### config.mk
export PLATFORM = sky130hd
export DESIGN_NAME = fetch_pc_unit
export DESIGN_NICKNAME = d
export VERILOG_FILES = /design/src/rtl/fetch_pc_unit.sv
export SDC_FILE = /design/constraint.sdc
export NUM_CORES = 1
export LEC_CHECK = 0
export CAP_MARGIN = 20
export CORE_MARGIN = 1.5
export CORE_UTILIZATION = 37
export CTS_CLUSTER_DIAMETER = 80
export DETAILED_ROUTE_END_ITERATION = 10
export PLACE_DENSITY = 0.89
export SLEW_MARGIN = 5
export SYNTH_ARGS = -nofsm -noshare
export SYNTH_HDL_FRONTEND = slang
export SYNTH_SLANG_ARGS = --single-unit
### constraint.sdc
create_clock -name clk -period 2.1 [get_ports clk]
set_input_delay 0.63 -clock clk [delete_from_list [all_inputs] [get_ports clk]]
set_output_delay 0.63 -clock clk [all_outputs]
set_load 0.01 [all_outputs]
### src/rtl/fetch_pc_unit.sv
// rtl/fetch_pc_unit.sv - IF-stage PC register, next-PC sequencer and halt drain FSM.
// Optional performance counters are enabled with `define PC_PERF_CNT_EN.
module fetch_pc_unit #(
    parameter int PC_W         = 9,
    parameter int DRAIN_CYCLES = 3
) (
    input  logic            clk,
    input  logic            reset,
    input  logic            stall,
    input  logic            pc_sel,
    input  logic [31:0]     br_pc,
    input  logic            halt,
    output logic [PC_W-1:0] pc,
    output logic            fetch_valid,
    output logic            flush,
    output logic            halted,
`ifdef PC_PERF_CNT_EN
    output logic [31:0]     fetch_cnt,
    output logic [31:0]     redirect_cnt,
    output logic [31:0]     stall_cnt,
`endif
    output logic            misalign
);

    typedef enum logic [1:0] {RUN, DRAIN, HALTED} state_t;

    state_t          state_q, state_d;
    logic [PC_W-1:0] pc_q, pc_d;
    logic [3:0]      cnt_q, cnt_d;
    logic            mis_q, mis_d;
    logic [PC_W-1:0] redirect_target;
    logic            redirect;
    logic            unused_br_hi;

    // Upper target bits lie outside instruction memory and are dropped.
    assign unused_br_hi    = ^br_pc[31:PC_W];
    assign redirect_target = {br_pc[PC_W-1:2], 2'b00};
    assign redirect        = pc_sel && (state_q != HALTED);

    always_comb begin
        state_d = state_q;
        pc_d    = pc_q;
        cnt_d   = cnt_q;
        mis_d   = mis_q;
        case (state_q)
            RUN: begin
                if (pc_sel) begin
                    pc_d = redirect_target;
                end else if (stall) begin
                    pc_d = pc_q;
                end else if (halt) begin
                    state_d = DRAIN;
                    cnt_d   = 4'(DRAIN_CYCLES - 1);
                end else begin
                    pc_d = pc_q + PC_W'(4);
                end
            end
            DRAIN: begin
                // A redirect while draining means the halt was on the wrong path.
                if (pc_sel) begin
                    state_d = RUN;
                    pc_d    = redirect_target;
                end else if (cnt_q == 4'd0) begin
                    state_d = HALTED;
                end else begin
                    cnt_d = cnt_q - 4'd1;
                end
            end
            HALTED: state_d = HALTED;
            default: state_d = RUN;
        endcase
        if (redirect && (br_pc[1:0] != 2'b00)) begin
            mis_d = 1'b1;
        end
    end

    always_ff @(posedge clk or negedge reset) begin
        if (!reset) begin
            state_q <= RUN;
            pc_q    <= '0;
            cnt_q   <= 4'd0;
            mis_q   <= 1'b0;
        end else begin
            state_q <= state_d;
            pc_q    <= pc_d;
            cnt_q   <= cnt_d;
            mis_q   <= mis_d;
        end
    end

    assign pc          = pc_q;
    assign misalign    = mis_q;
    assign halted      = (state_q == HALTED);
    assign fetch_valid = reset && (state_q == RUN);
    assign flush       = reset && redirect;

`ifdef PC_PERF_CNT_EN
    logic [31:0] fetch_cnt_q, fetch_cnt_d;
    logic [31:0] redirect_cnt_q, redirect_cnt_d;
    logic [31:0] stall_cnt_q, stall_cnt_d;
    logic        in_run;

    assign in_run = (state_q == RUN);

    always_comb begin
        fetch_cnt_d    = fetch_cnt_q;
        redirect_cnt_d = redirect_cnt_q;
        stall_cnt_d    = stall_cnt_q;
        if (in_run && !stall && !pc_sel && (fetch_cnt_q != 32'hFFFF_FFFF)) begin
            fetch_cnt_d = fetch_cnt_q + 32'd1;
        end
        if (in_run && pc_sel && (redirect_cnt_q != 32'hFFFF_FFFF)) begin
            redirect_cnt_d = redirect_cnt_q + 32'd1;
        end
        if (in_run && stall && !pc_sel && (stall_cnt_q != 32'hFFFF_FFFF)) begin
            stall_cnt_d = stall_cnt_q + 32'd1;
        end
    end

    always_ff @(posedge clk or negedge reset) begin
        if (!reset) begin
            fetch_cnt_q    <= 32'd0;
            redirect_cnt_q <= 32'd0;
            stall_cnt_q    <= 32'd0;
        end else begin
            fetch_cnt_q    <= fetch_cnt_d;
            redirect_cnt_q <= redirect_cnt_d;
            stall_cnt_q    <= stall_cnt_d;
        end
    end

    assign fetch_cnt    = fetch_cnt_q;
    assign redirect_cnt = redirect_cnt_q;
    assign stall_cnt    = stall_cnt_q;
`endif

endmodule

-- After elaboration in Yosys (flattened, before gate mapping)
Index checks and enable logic that the tools add are counted.
Widths: inputs -> output; s select.
- output and inout bits: 13
- register bits after elaboration: 16
- input port bits: 37
- logic and storage cells: 46
- add/sub/neg operators: 2
- equal/unequal tests: 12
- mux-type cells: 17
- reductions and logical operators: 11
- operators with widths (operator ; number):
    $mux 9 ; 4
    $mux 4 ; 5
    $pmux 9 s2 ; 1
    $ne 2x2->1 const B ; 7
    $mux 2 ; 5
    $add 9x3->9 const B ; 1
    $ne 3x3->1 const B ; 3
    $pmux 4 s2 ; 1
    $reduce_and 4->1 ; 2
    $pmux 2 s3 ; 1
    $reduce_and 6->1 ; 1
    $logic_and 1x1->1 ; 4
    $logic_not 4->1 ; 1
    $reduce_bool 2->1 ; 2
    $sub 4x1->4 const B ; 1
    $eq 2x1->1 const B ; 1
    $eq 2x2->1 const B ; 1
    $logic_not 2->1 ; 1

-- Logic depth before layout (Yosys ltp)
Gate-level depths: netlist of the first run.
- depth after elaboration: 5
- mapped depth: 6
- depth with buffers taken out: 6

-- Worst setup path after synthesis of the first run
Ideal clock, no wire load.
- kind: input -> output
- from: in pc_sel
- to: out flush
- setup slack: 0.339 ns
- stages on the path: 2
- path buffers: 1
- arrival: 1.131 ns
- data required time: 1.470 ns
- cells stage by stage: clkbuf_1 -> and3_1
- word-level cells in the longest chain between the ends: 2
- ends and longest elaborated chain (element ; line ; source):
    start, declared ; 10 ; input logic pc_sel,
    $logic_and 1x1->1 ; 38 ; assign redirect = pc_sel && (state_q != HALTED);
    $logic_and 1x1->1 ; 95 ; assign flush = reset && redirect;
    end, declared ; 15 ; output logic flush,
No other way between the ends.

-- Worst setup path in the final report of the first run
- from: in reset
- to: out fetch_valid
- word-level cells in the longest chain between the ends: 1
- ends and longest elaborated chain (element ; line ; source):
    start, declared ; 8 ; input logic reset,
    $logic_and 1x1->1 ; 94 ; assign fetch_valid = reset && (state_q == RUN);
    end, declared ; 14 ; output logic fetch_valid,
No other way between the ends.

==> run_results.csv, run 1 <==
group,metric,value,unit
clocking,path_clk_slew,0.08,ns
drt,vias,829,
finish,final_cell_mix,"clkdlybuf4s50_1, dfrtp_1, o21ai_0",
power,power.density,1120,nW/um2
floorplanning,fp.dieW,51.0,um
power,peakVddDrop,0.000642,V
critical_path,path_max_fanout,4,
sta,fin_crit,2.00,ns
drt,remaining_drc_errors,0,
critical_path,endpoint_kind,"output pin",
drt,dr.first_iter.drc_count,22,
critical_path,worst-setup-path-type,"in2out",
clocking,cts.sinks,14,
global_route,grt_pass1_vias,848,
sta,rsz0062_at_grt,"false",
job,maxCapViolCount,0,
global_route,grt_pass1_wl,3730,um
synthesis,synthDistinctLibCells,36,
placed_design,port_buffers,24,
sta,hold_violations,0,
drt,routed_wl,2200,um
floorplanning,dieArea,2600,um2
placed_design,gp_congestion,0.885,
critical_path,critPathArrivalTime,1.37,ns
sta,drv_slew,0,
floorplanning,initial_utilization,38.9,%
synthesis,syn_area,853,um2
floorplanning,core.rowCount,17,
sta,fmax,500,MHz
critical_path,reg2regPathDepth,7,
placed_design,dpl-instance-area,1150,um2
sta,post-route-period-util,95.2,%
clocking,cts-buffers-inserted,3,
critical_path,slowest_delay,0.27,ns
synthesis,synth_seq_area_share,41.1,%
finish,multi_input_area,463,um2
clocking,cts-root-buf,"clkbuf_4",
finish,mostFrequentLayoutCell,"clkdlybuf4s50_1",
power,power,1350,uW
global_route,grt_overflow,0,
synthesis,synthesis.yosys.warnings,0,
placed_design,hpwl,1640,um
synthesis,synthFlopType,"dfrtp_1",
sta,tns,0,ns
sta,setup_viol,0,
critical_path,slowest_stage,"dlygate4sd2_1",
drt,first_pass_iters,4,
sta,hold_ws,0.453,ns
finish,diodes,0,
synthesis,synth-seq-cells,14,
finish,stdcell_area,1200,um2
synthesis,synthCells,95,
critical_path,path_cells,"dlygate4sd2_1 -> nor3b_2 -> clkdlybuf4s15_2",
hold_path,hold_path_class,"in2async",
critical_path,worst_setup_path_start_kind,"input port",
critical_path,cp.required,1.47,ns
finish,seq_area,352,um2
global_route,grt.total_usage,19.2,%
drt,vias_per_cell,5.35,
run_status,outcome,"finished clean",
critical_path,r2r_setup_slack,0.37,ns
floorplanning,dieHeight,51.0,um
power,leakage,0.000532,uW
finish,fin_util,54.9,%
drt,ant_nets,0,
critical_path,rr_startpoint,"state_q[0]",
synthesis,synth_area_per_cell,8.98,um2
floorplanning,core,2190,um2
critical_path,r2r-end,"pc[6]",
finish,syn_to_final_growth,41.1,%
finish,fill_cells,194,
sta,fin_worst_skew,0.000744,ns
clocking,worstSkewPairLatency,0.27,ns
clocking,clock_path_buffers,2,
clocking,hold_buffers,0,
finish,drive_gt1_share,16.5,%
finish,nets,168,
clocking,h-tree-depth,1,
drt,routedWlPerCell,14.2,um
floorplanning,num_io_pins,50,
global_route,grt_max_degree,12,
synthesis,synthArstFlopShare,100,%
clocking,cts_tree,"built",
synthesis,synth-edff-count,0,
global_route,antenna_found_initial,0,
## sequential cells by signal (all words and copies together) (netlist names)
| register | cells |
|---|---|
| pc | 7 |
| state_q | 2 |
| misalign | 1 |
| cnt_q | 4 |
## stage by stage
step                setup slack, ns  instances
floorplan                     0.339         96
CTS                          0.0187        155
detailed placement           -0.447        150
finish                        0.102        155
global route                 0.0733        155
global placement             -0.453        150
## how the worst max path moves through the flow
stage | to | start | slack (ns) | cells past startpoint
after CTS | halted | state_q[0] | 0.02 | 3
final | fetch_valid | reset | 0.10 | 3
after global placement | fetch_valid | reset | -0.45 | 3
after floorplan | flush | pc_sel | 0.34 | 2
after global routing | fetch_valid | reset | 0.07 | 3
after detailed placement | fetch_valid | reset | -0.45 | 3
## synth_stat cells, types with 2 or more instances
cell       number  area (um2)
nand2b_1        3        18.8
nand2_1         4        15.0
buf_4           2        15.0
ha_1            3        37.5
nor3_1          4        20.0
a2bb2oi_1       3        26.3
dfrtp_1        14         350
nand4_1         2        12.5
inv_1           4        15.0
nand3_1         6        30.0
a21oi_1         5        25.0
nor2b_1         3        18.8
o21ai_0        10        50.1
and3_1          2        12.5
clkbuf_1        2        7.51
nor2_1          7        26.3
mux2i_1         2        20.0
## what timing repair did
item,CTS,global route
setup endpoints to repair,3,1
setup buffers,1,0
cloned,0,0
gates resized for setup,10,1
## where the power goes
| part | leakage [uW] | switching [uW] | total (uW) | internal, uW |
|---|---|---|---|---|
| Sequential | 0.000164 | 120 | 495 | 375 |
| Clock | 0.0000210 | 85.8 | 191 | 105 |
| Combinational | 0.000346 | 313 | 659 | 346 |
## routing by layer
metal | vias up | routed length [um] | track usage, %
met1 | 385 | 954 | 22.5
li1 | 404 | - | -
met2 | 34 | 1070 | 32.9
met4 | 0 | 46 | 11.3
met3 | 6 | 123 | 2.92
met5 | - | 0 | 0
## kinds of logic after synthesis
logic type	synth area share, %
compound gates	21.0
fa+ha+maj	4.40
buf+inv	5.72
flops	41.1
mux	2.35
other cells	0.439
simple gates	25.1
## layout make-up
type                            instances  area share, %
Timing Repair Buffer                   32           25.2
Tap cell                               28           2.91
Clock buffer                            4           3.01
Inverter                                4           1.25
Sequential cell                        14           29.2
Multi-Input combinational cell         73           38.5
## worst max-delay path, delay by kind of cell
| kind | cells | cell delay, ns |
|---|---|---|
| AND/OR/NAND/NOR | 1 | 0.22 |
| buffers and inverters | 2 | 0.52 |
Power figures use the tool's default switching activity.
==> run 2: changes to the inputs <==
Settings changed: CAP_MARGIN 20 to 30, SLEW_MARGIN 5 to 20.
==> results of run 2 <==
No change in the layout: final DEF, timing and power equal those of run 1.
